$ cat config.mk
export PLATFORM = sky130hd
export DESIGN_NAME = mem_arbiter
export DESIGN_NICKNAME = d
export VERILOG_FILES = /design/src/rtl/mem_arbiter.sv
export SDC_FILE = /design/constraint.sdc
export NUM_CORES = 1
export LEC_CHECK = 0
export BUFFER_PORTS_ARGS = -buffer_cell sky130_fd_sc_hd__clkbuf_2
export CORE_UTILIZATION = 50
export CTS_CLUSTER_SIZE = 25
export DETAILED_ROUTE_END_ITERATION = 6
export GPL_ROUTABILITY_DRIVEN = 0
export PLACE_DENSITY = 0.89
export SYNTH_ARGS = -nofsm -noshare
export SYNTH_HDL_FRONTEND = slang
export SYNTH_SLANG_ARGS = --single-unit
$ cat constraint.sdc
create_clock -name clk -period 10.8 [get_ports clk]
set_clock_uncertainty 0.2 [all_clocks]
set_input_delay 2.16 -clock clk [delete_from_list [all_inputs] [get_ports clk]]
set_output_delay 2.16 -clock clk [all_outputs]
set_load 0.02 [all_outputs]
$ cat src/rtl/mem_arbiter.sv
// ---------------------------------------------------------------------------
// mem_arbiter
//
// Shares one single-port memory between the instruction-fetch (IF) port and
// the load/store (LS) port. Only one transaction is in flight at a time. When
// both ports request together, the port that was not granted most recently
// wins.
//
// Transaction flow:
//   IDLE/RESP -> CMD -> (WAIT x MEM_LAT) -> RESP   for reads
//   IDLE/RESP -> CMD -> RESP                       for stores
//
// Parameters:
//   MEM_LAT   memory read latency in cycles, from the mem_en cycle until
//             mem_rdata is valid (1..8)
//
// Ports:
//   clk, rst                  clock (rising edge), async active-high reset
//   if_req, if_addr           fetch request (level) and byte address
//   if_gnt, if_done           one-cycle pulses: fetch accepted / data valid
//   if_rdata                  fetched word, held until the next if_done
//   ls_req, ls_we             load/store request (level), 1 = store
//   ls_addr, ls_wdata         load/store byte address and store data
//   ls_gnt, ls_done           one-cycle pulses: accepted / complete
//   ls_rdata                  load data, held until the next load completes
//   mem_en, mem_we            memory command strobe and write enable
//   mem_addr, mem_wdata       memory address and write data (held when idle)
//   mem_rdata                 memory read data
// ---------------------------------------------------------------------------
module mem_arbiter #(
  parameter int MEM_LAT = 1
) (
  input  logic        clk,
  input  logic        rst,
  input  logic        if_req,
  input  logic [31:0] if_addr,
  output logic        if_gnt,
  output logic        if_done,
  output logic [31:0] if_rdata,
  input  logic        ls_req,
  input  logic        ls_we,
  input  logic [31:0] ls_addr,
  input  logic [31:0] ls_wdata,
  output logic        ls_gnt,
  output logic        ls_done,
  output logic [31:0] ls_rdata,
  output logic        mem_en,
  output logic        mem_we,
  output logic [31:0] mem_addr,
  output logic [31:0] mem_wdata,
  input  logic [31:0] mem_rdata
);

  typedef enum logic [1:0] {
    IDLE,
    CMD,
    WAIT,
    RESP
  } state_t;

  // The WAIT counter runs from MEM_LAT-1 down to 0, so its last value marks
  // the cycle in which mem_rdata is valid.
  localparam logic [3:0] WAIT_LOAD = 4'(MEM_LAT - 1);

  state_t     state;
  logic [3:0] wait_cnt;
  logic       last_ls;
  logic       cur_ls;
  logic       cur_we;
  logic       any_req;
  logic       pick_ls;

  // Round-robin choice: LS wins alone, or on a tie when IF was granted last.
  assign any_req = if_req | ls_req;
  assign pick_ls = ls_req & (~if_req | ~last_ls);

  // Single sequencer: state, pointer, counter and every output are registered
  // here so no request input reaches a grant combinationally.
  always_ff @(posedge clk or posedge rst) begin
    if (rst) begin
      state     <= IDLE;
      wait_cnt  <= 4'd0;
      last_ls   <= 1'b1;
      cur_ls    <= 1'b0;
      cur_we    <= 1'b0;
      if_gnt    <= 1'b0;
      if_done   <= 1'b0;
      if_rdata  <= 32'd0;
      ls_gnt    <= 1'b0;
      ls_done   <= 1'b0;
      ls_rdata  <= 32'd0;
      mem_en    <= 1'b0;
      mem_we    <= 1'b0;
      mem_addr  <= 32'd0;
      mem_wdata <= 32'd0;
    end else begin
      // Pulses default low; each state raises only the ones it owns.
      if_gnt  <= 1'b0;
      ls_gnt  <= 1'b0;
      if_done <= 1'b0;
      ls_done <= 1'b0;
      mem_en  <= 1'b0;
      mem_we  <= 1'b0;

      case (state)
        // Requests are only looked at here, which lets RESP start the next
        // transaction without an idle bubble.
        IDLE, RESP: begin
          if (any_req) begin
            state   <= CMD;
            mem_en  <= 1'b1;
            cur_ls  <= pick_ls;
            last_ls <= pick_ls;
            if (pick_ls) begin
              ls_gnt    <= 1'b1;
              cur_we    <= ls_we;
              mem_we    <= ls_we;
              mem_addr  <= ls_addr;
              mem_wdata <= ls_wdata;
            end else begin
              if_gnt    <= 1'b1;
              cur_we    <= 1'b0;
              mem_addr  <= if_addr;
              mem_wdata <= 32'd0;
            end
          end else begin
            state <= IDLE;
          end
        end

        // The command went out this cycle; stores complete right away.
        CMD: begin
          if (cur_we) begin
            state   <= RESP;
            ls_done <= 1'b1;
          end else begin
            state    <= WAIT;
            wait_cnt <= WAIT_LOAD;
          end
        end

        // Capture the read data on the final wait cycle.
        WAIT: begin
          if (wait_cnt == 4'd0) begin
            state <= RESP;
            if (cur_ls) begin
              ls_rdata <= mem_rdata;
              ls_done  <= 1'b1;
            end else begin
              if_rdata <= mem_rdata;
              if_done  <= 1'b1;
            end
          end else begin
            wait_cnt <= wait_cnt - 4'd1;
          end
        end

        default: state <= IDLE;
      endcase
    end
  end

endmodule
==> results_dict.tcl <==
set metrics [dict create \
    outcome "complete, no violations" \
    rows 38 \
    vdd_drop_max_mv 0.1785 \
    worstHoldPathCells 1 \
    fillCellCount 729 \
    ys_warn_count 0 \
    slew_viol_final 0 \
    max_freq_mhz 290.5 \
    drt_iter0_drc 209 \
    fp.dieArea_um2 11550 \
    p_per_area_nw_per_um2 363.7 \
    holdPathEnd "ls_rdata[23]$_DFFE_PP0P_" \
    antenna_found_initial 0 \
    detail_route.drc_violations 0 \
    grt_max_degree 81 \
    grt_pass1_vias 4262 \
    crit_path_start_kind "register" \
    placedCellCount 764 \
    layoutNonFillerInstCount 795 \
    cts_tree "yes" \
    crit_chain "clkbuf_2" \
    async_flop_share_pct 100.0 \
    start_util_pct 51.33 \
    ctsHtreeMaxLevel 4 \
    drtAntennaViolNets 0 \
    syn_avg_cell_area_um2 14.76 \
    grt_pass1_wl_mm 21.49 \
    synth_ff_type "dfrtp_1" \
    synth_cell_types 32 \
    synth_fp_nets 514 \
    diodes 0 \
    gr-total-overflow 0 \
    dpl.hpwl_mm 10.27 \
    slowest_stage "dfrtp_1" \
    die_h_um 107.5 \
    syn_area_um2 5564 \
    numCtsBuffers 17 \
    cts_setup_buffers 0 \
    r2r_start "state[0]$_DFFE_PP0P_" \
    synth-edff-count 0 \
    crit_path_end_kind "primary output" \
    drtPass1Iterations 4 \
    final_area_um2 7682 \
    tightest_slew_ns 0.9882 \
    clockBufferDepth 2 \
    synthCells 377 \
    critPathTopFamily "flip-flops" \
    r2r_setup_slack_ns 8.24 \
    ys_ff_latch 143 \
    period_share_pct 31.88 \
    post_drt_wl_per_cell_um 17.60 \
    min_path_type "reg -> reg" \
    cts.repair.resized 0 \
    cts-root-buf "clkbuf_8" \
    nets 780 \
    worstPathMaxFanout 2 \
    slew_headroom_pct 34.12 \
    finalWirelength_mm 13.99 \
    worst_r2r_path_depth 6 \
    rsz0062_at_grt "no" \
    cts.reportedPaths.clkPinSlew_ns 0.06 \
    place.port_buffers 266 \
    ys_seq_area_share_pct 64.34 \
    core_area_um2 10840 \
    cp.arrival_ns 1.08 \
    r2r-end "mem_addr[22]$_DFFE_PP0P_" \
    die_x_um 107.5 \
    post-route-util_pct 70.87 \
    layout_min_cycle_time_ns 3.443 \
    drv_cap 0 \
    max_stage_delay_ns 0.40 \
    critPathBufInv 1 \
    hold_violations 0 \
    hp-start "ls_rdata[23]$_DFFE_PP0P_" \
    track_usage_pct 24.70 \
    tns_ns 0 \
    viasPerCell 5.413 \
    setup_viol 0 \
    ioPinCount 267 \
    placed_cell_area_um2 7017 \
    path_class "reg -> out" \
    clock_latency_ns 0.51 \
    areaGrowthSynthToFinish_pct 38.07 \
    drive_gt1_share_pct 52.67 \
    crit_required_ns 8.44 \
    cts.sinks 143 \
    hold_buffers 0 \
    leakagePower_nw 3.946 \
    via_count 4303 \
]
cells in the final DEF, fill, tap and decap left out, types with 2 or more instances in the layout:
master,Yosys,final
dfrtp_1,142,142
mux2i_1,3,3
mux2_1,29,29
nor2_1,3,3
a22o_1,34,34
and2_0,7,7
bufinv_16,0,6
nand3b_1,3,3
and2_1,27,27
clkbuf_8,0,4
a21o_1,2,2
inv_6,0,2
clkbuf_2,0,266
clkinv_2,0,2
nand2_1,4,4
mux2_2,35,35
clkbuf_16,0,16
o21ai_0,4,3
nor3_1,2,2
a221o_1,32,32
ha_1,4,4
buf_4,4,5
inv_1,8,7
per-stage QoR:
step,worst slack [ns],total power [W],hold WS (ns)
2_1_floorplan,4.604,0.001738,0.2882
3_3_place_gp,6.953,0.002088,0.2727
3_5_place_dp,6.852,0.002157,0.2801
4_1_cts,7.333,0.002817,0.2927
5_1_grt,7.228,0.002952,0.3047
6_report,7.357,0.002794,0.2925
flip-flops by register name, indices dropped and copies added, names as in the netlist, 2 cells and up:
signal,count
ls_rdata,32
wait_cnt,4
if_rdata,32
mem_addr,32
state,2
mem_wdata,32
Yosys cell counts (7+ instances only):
library cell	number	share of area (%)
and2_1	27	3.0
a221o_1	32	5.8
mux2_1	29	5.9
a22o_1	34	5.4
mux2_2	35	7.1
and2_0	7	0.79
inv_1	8	0.54
buf_2	11	0.99
dfrtp_1	142	64
clkbuf_1	9	0.61
power breakdown:
group / internal, W / switching, W / total [W]
Combinational: 0.000488 / 0.000715 / 0.00120
Clock: 0.000439 / 0.000213 / 0.000652
Sequential: 0.000797 / 0.000143 / 0.000939
routing by layer:
layer / GRT usage, % / part of all wire [%] / vias to the layer above
met1: 29.47 / 38 / 2128
met4: 9.393 / 2.3 / 0
met2: 42.58 / 52 / 218
li1: - / - / 1932
met5: 0 / 0 / -
met3: 6.538 / 7.1 / 25
how the worst max path moves through the flow:
stage,startpoint,end,slack (ns),cells past startpoint
global placement,rst,mem_wdata[22]$_DFFE_PP0P_,6.95,3
finish,mem_wdata[23]$_DFFE_PP0P_,mem_wdata[23],7.36,1
global route,rst,mem_wdata[31]$_DFFE_PP0P_,7.23,3
CTS,mem_wdata[4]$_DFFE_PP0P_,mem_wdata[4],7.33,1
floorplan,rst,cur_ls$_DFFE_PP0P_,4.60,1
detailed placement,ls_req,mem_addr[22]$_DFFE_PP0P_,6.85,5
cells by family (layout without fill, tap and decap cells):
logic type / Yosys count / count (layout) / synth area share, %
mux: 67 / 67 / 13.49
buf+inv: 32 / 310 / 2.676
fa+ha+maj: 4 / 4 / 0.8995
flops: 143 / 143 / 64.34
simple gates: 53 / 53 / 5.959
compound gates: 78 / 78 / 12.64
final cells by class:
class                   instances  area, µm²  share of cell area [%]
inverters                       8      35.03                  0.4560
clock buffers                  21      459.2                   5.977
repair buffers                271       1369                   17.82
clock inverters                10      206.4                   2.687
multi-input cells             202       1858                   24.19
flip-flops and latches        143       3580                   46.60
well taps                     140      175.2                   2.280
(Power assumes the default switching activity.)
